==> src/rtl/dff_bank_write_arbiter.sv <==
// dff_bank_write_arbiter: round-robin write arbiter for one shared register, with a hold window after every write
module dff_bank_write_arbiter #(
    parameter int N_REQ       = 4,
    parameter int WIDTH       = 8,
    parameter int HOLD_CYCLES = 2,
    localparam int IW = $clog2(N_REQ),
    localparam int CW = $clog2(HOLD_CYCLES + 2)
) (
    input  logic                   clk,
    input  logic                   rst,
    input  logic [N_REQ-1:0]       req,
    input  logic [N_REQ*WIDTH-1:0] d_in,
    output logic [N_REQ-1:0]       gnt,
    output logic [WIDTH-1:0]       q,
    output logic                   q_valid,
    output logic                   busy,
    output logic [IW-1:0]          last_id
);
    typedef enum logic {IDLE, HOLD} state_t;
    state_t state;
    logic [IW-1:0] ptr;
    logic [CW-1:0] cnt;
    logic [IW-1:0] win;
    logic          any;
    logic [IW-1:0] idx;
    // Scan from ptr upward with wraparound; the first set bit wins.
    always_comb begin
        win = '0;
        any = 1'b0;
        idx = '0;
        for (int k = 0; k < N_REQ; k++) begin
            idx = IW'((int'(ptr) + k) % N_REQ);
            if (!any && req[idx]) begin
                win = idx;
                any = 1'b1;
            end
        end
    end
    always_ff @(posedge clk) begin
        if (rst) begin
            state   <= IDLE;
            q       <= '0;
            q_valid <= 1'b0;
            gnt     <= '0;
            busy    <= 1'b0;
            last_id <= '0;
            ptr     <= '0;
            cnt     <= '0;
        end else begin
            gnt <= '0;
            if (state == IDLE) begin
                if (any) begin
                    q       <= d_in[win*WIDTH +: WIDTH];
                    gnt     <= N_REQ'(1) << win;
                    q_valid <= 1'b1;
                    last_id <= win;
                    ptr     <= (win == IW'(N_REQ - 1)) ? '0 : win + 1'b1;
                    if (HOLD_CYCLES > 0) begin
                        state <= HOLD;
                        cnt   <= CW'(HOLD_CYCLES);
                        busy  <= 1'b1;
                    end
                end
            end else begin
                cnt <= cnt - 1'b1;
                if (cnt == CW'(1)) begin
                    state <= IDLE;
                    busy  <= 1'b0;
                end
            end
        end
    end
endmodule

==> config.mk <==
export PLATFORM = sky130hd
export DESIGN_NAME = dff_bank_write_arbiter
export DESIGN_NICKNAME = d
export VERILOG_FILES = /design/src/rtl/dff_bank_write_arbiter.sv
export SDC_FILE = /design/constraint.sdc
export NUM_CORES = 1
export LEC_CHECK = 0
export CAP_MARGIN = 20
export CORE_UTILIZATION = 38
export CTS_CLUSTER_SIZE = 40
export DETAILED_ROUTE_END_ITERATION = 12
export PLACE_DENSITY_LB_ADDON = 0.1
export SETUP_SLACK_MARGIN = 0.15
export SKIP_LAST_GASP = 1
export SLEW_MARGIN = 20
export SYNTH_ARGS = -nofsm -noshare
export SYNTH_HDL_FRONTEND = slang
export SYNTH_SLANG_ARGS = --single-unit
==> constraint.sdc <==
create_clock -name clk -period 2.55 [get_ports clk]
set_input_delay 0.51 -clock clk [delete_from_list [all_inputs] [get_ports clk]]
set_output_delay 0.51 -clock clk [all_outputs]
set_load 0.02 [all_outputs]
**Word-level counts from Yosys, hierarchy flattened**

Index checks and enable logic that the tools add are counted.

- Flip-flop bits (word level): 21
- Input bits: 38
- Output and inout bits: 16
- Logic and storage cells: 59

- Add/sub/neg operators: 5
- $lt $le $gt $ge: 4
- Eq/ne operators: 3
- Shift operators: 2
- Mux-type cells: 25
- Bitwise gates (word level): 2
- Reduce and logical (&&, ||, !) cells: 10

Operator list:

| cell | number |
|---|---|
| indexed part select 32 x 6 -> 8 bit | 1 |
| 2-to-1 mux 1 bit | 14 |
| 2-to-1 mux 2 bit | 7 |
| < comparator 2 x 3 -> 1 bit (second input constant) | 4 |
| binary-select mux 1 bit (select 2 bit) | 4 |
| adder 2 x 1 -> 2 bit (second input constant) | 2 |
| adder 2 bit (second input constant) | 2 |
| AND reduction 2 bit | 2 |
| left shift 1 x 2 -> 4 bit (first input constant) | 1 |
| logical AND 1 bit | 3 |
| logical NOT 1 bit | 3 |
| OR reduction 3 bit | 1 |
| equality test 2 x 1 -> 1 bit (second input constant) | 1 |
| equality test 2 bit (second input constant) | 1 |
| inequality test 2 x 1 -> 1 bit (second input constant) | 1 |
| NOT 1 bit | 2 |
| nonzero test 2 bit | 1 |
| subtractor 2 x 1 -> 2 bit (second input constant) | 1 |

**Logic depth before layout (Yosys ltp)**

- Depth in word-level cells: 14
- Mapped depth: 6

**Worst setup path before layout**

No wires, ideal clock.

- Path type: input port to flip-flop
- From: input req[2]
- To: register q[0]
- Data arrival time: 1900 ps
- Slack: 532 ps
- Cell stages on the path: 6
- Path buffers: 1
- Path through: nor2b_1 -> or4b_1 -> buf_2 -> and3_1 -> a211o_1 -> a32o_1

- Word-level cells in the longest chain between the ends: 13
- Elaborated cells on any way between the ends: 24

Ends and longest elaborated chain:

| what | RTL line | text |
|---|---|---|
| start: declaration | 11 | `input logic [N_REQ-1:0] req,` |
| binary-select mux 1 bit (select 2 bit) | 33 | `if (!any && req[idx]) begin` |
| 2-to-1 mux 1 bit (implied by the code) | 33 |  |
| 2-to-1 mux 1 bit | 33 |  |
| logical NOT 1 bit | 33 |  |
| logical AND 1 bit | 33 |  |
| 2-to-1 mux 1 bit | 33 |  |
| logical NOT 1 bit | 33 |  |
| logical AND 1 bit | 33 |  |
| 2-to-1 mux 1 bit | 33 |  |
| logical NOT 1 bit | 33 |  |
| logical AND 1 bit | 33 |  |
| 2-to-1 mux 2 bit or 2-to-1 mux 1 bit (tied branches) | 33 |  |
| indexed part select 32 x 6 -> 8 bit or AND reduction 2 bit (tied branches) | n/a |  |
| end signal: assignment | 53 | `q <= d_in[win*WIDTH +: WIDTH];` |
| end: declaration | 14 | `output logic [WIDTH-1:0] q,` |

Parallel ways exist; a longest one is shown, timed or not. The select of a mux whose other input is x is not followed.
A chain may end at the register's enable or synchronous reset.

**Worst setup path after layout**

- From: input req[2]
- To: register q[4]

Same word-level chain as after synthesis.

==> metrics.yaml <==
status: "completed"
area_delta_synth_final_pct: 63.5
grt_start_max_net_pins: 23
port_buffers: 53
fp.dieH_um: 53.4
remaining_drc_errors: 0
async_flop_share_pct: 0
path_max_fanout: 7
rsz0062_at_grt: "false"
syn_nets: 152
clockBufferDepth: 2
fin_util_pct: 66.2
clock_sinks: 21
skew_ps: 3.90
final.period_utilization_pct: 88.3
wire_per_inst_um: 12.9
num_vias: 1047
syn-mean-instance-area_um2: 8.88
hold_path.class: "reg -> reg"
drive_gt1_share_pct: 7.02
die-area_um2: 2850
worstSkewPairLatency_ps: 310
p_per_area_nw_per_um2: 550
grt_pass1_wl_mm: 4.17
grt-ovfl-total: 0
gp_congestion: 0.749
coreArea_um2: 2480
dp_hpwl_mm: 2.03
root_buffer: "clkbuf_4"
drt_wl_total_mm: 2.59
synth_commonest_cells: "21 x dfxtp_1, 14 x nand2_1, 10 x mux2i_1, 9 x nor2_1"
max_slew_margin_pct: 53.2
via_per_inst: 5.21
io_pins: 54
design_area_um2: 1640
worstSetupStartpointType: "input pin"
synth_ff_type: "dfxtp_1"
antenna_found_initial: 0
synthTopCellsByArea: "dfxtp_1 42%, mux2i_1 10%, nand2_1 5.2%"
maxCapViolCount: 0
finalHoldViolCount: 0
synth-seq-cells: 21
end_kind: "flip-flop"
final_nets: 211
synth_enable_flop_cells: 0
synth_cell_type_count: 28
yosysMostFrequentCell: "dfxtp_1"
antenna_left: 0
worst-endpoint-arrival_ps: 2480
postLayoutSetupSlackWorst_ps: 299
firstDrtPassIters: 3
seq_area_frac_synth_pct: 41.9
fp.dieW_um: 53.4
syn_area_um2: 1000
synth_warnings: 0
grt_pass1_vias: 963
synth_top_area_cell: "dfxtp_1"
slew_viol_final: 0
n_antenna_cell: 0
htree_levels: 1
yosysTopAreaCellShare_pct: 41.9
drtIter0Drc: 10
cts_buffers: 3
grtUsageTotal_pct: 20.4
fin_crit_ps: 2250
path_clk_slew_ps: 120
row_count: 18
tritoncts: "done"
setup_viol: 0
post_dp_cell_area_um2: 1610
syn-instance-count: 113
peakVddDrop_mv: 0.390
start_util_pct: 40.5
critical_path_required_ps: 2780
clock.fmax_mhz: 444
worst_pin_slew_ps: 696
dp_slack_ps: -81.1
path_class: "in -> reg"
leakagePower_nw: 0.663
-- worst max-delay path, cell delays in order --
cell and delay [ps]:
clkdlybuf4s50_1 440, nor2b_1 180, or4b_1 610, buf_4 190
nand2_1 150, nand2_2 140, o221ai_1 260
-- kinds of logic (layout without fill, tap and decap cells) --
kind of cell	Yosys count	count (layout)	synth area share, %
adder cells (fa/ha/maj)	1	1	1.25
XOR/XNOR	2	2	1.75
flip-flops	21	21	41.9
AND/OR/NAND/NOR	47	47	23.3
multiplexers	10	10	9.98
buffers and inverters	8	66	3.37
AO/OA/AOI/OAI	24	24	18.5
-- path summary, 6_finish.rpt --
check / depth (start not counted) / slack [ps] / startpoint / endpoint
max: 7 / 300 / req[2] / q[4]
min reg2reg: 1 / 480 / q_valid / q_valid
min: 1 / 480 / q_valid / q_valid
max reg2reg: 6 / 620 / ptr[0] / q[4]
-- per-layer routing --
layer | vias up | routed length (um) | global-route usage (%)
met2 | 31 | 1290 | 37.1
met5 | - | 0 | 0
met3 | 5 | 163 | 6.03
li1 | 538 | - | -
met4 | 0 | 39 | 7.89
met1 | 473 | 1090 | 21.7
-- metrics by stage --
step	power [mW]	hold slack (ps)	cells	setup TNS, ps
finish	0.902	476	201	0
detailed placement	0.747	452	197	-249
global route	0.951	510	201	0
floorplan	0.582	449	113	0
global placement	0.739	436	197	0
CTS	0.910	480	201	0
-- state kept, by name (all words and copies together) (netlist names) --
signal / cells
busy: 1
cnt: 2
gnt: 4
last_id: 2
ptr: 2
q: 8
q_valid: 1
state: 1
-- layout make-up --
cell class | instances | area (um^2)
Fill cell | 235 | 837
Tap cell | 30 | 37.5
Timing Repair Buffer | 60 | 596
Sequential cell | 21 | 420
Clock inverter | 1 | 5.00
Multi-Input combinational cell | 84 | 552
Clock buffer | 3 | 22.5
Inverter | 2 | 7.51
-- report_power, final --
| part | switching, mW | internal, mW |
|---|---|---|
| sequential | 0.0257 | 0.367 |
| clock | 0.103 | 0.0587 |
| combinational | 0.155 | 0.192 |
-- cell usage in the layout, fill, tap and decap left out, types with 2 or more instances in the layout --
cell type        count
dfxtp_1             21
a211o_1              3
nor2b_1              4
a21oi_1              3
o221ai_1             5
a22o_1               2
inv_1                2
nand3_1              6
a32o_1               3
nor3_1               2
mux2i_1             10
o21ai_0              4
clkbuf_4             3
xnor2_1              2
buf_4                6
nor2_1               9
nand2_1             13
clkdlybuf4s50_1     53
and3_1               6
nor4_1               2
-- repair_timing --
action                                  in CTS  in global routing
endpoints found under the setup margin       0                  5
resized for setup                            0                  1
buffers inserted                             0                  0
hold buffers                                 0                  0
Note: power is estimated with default switching activity, not from simulation.
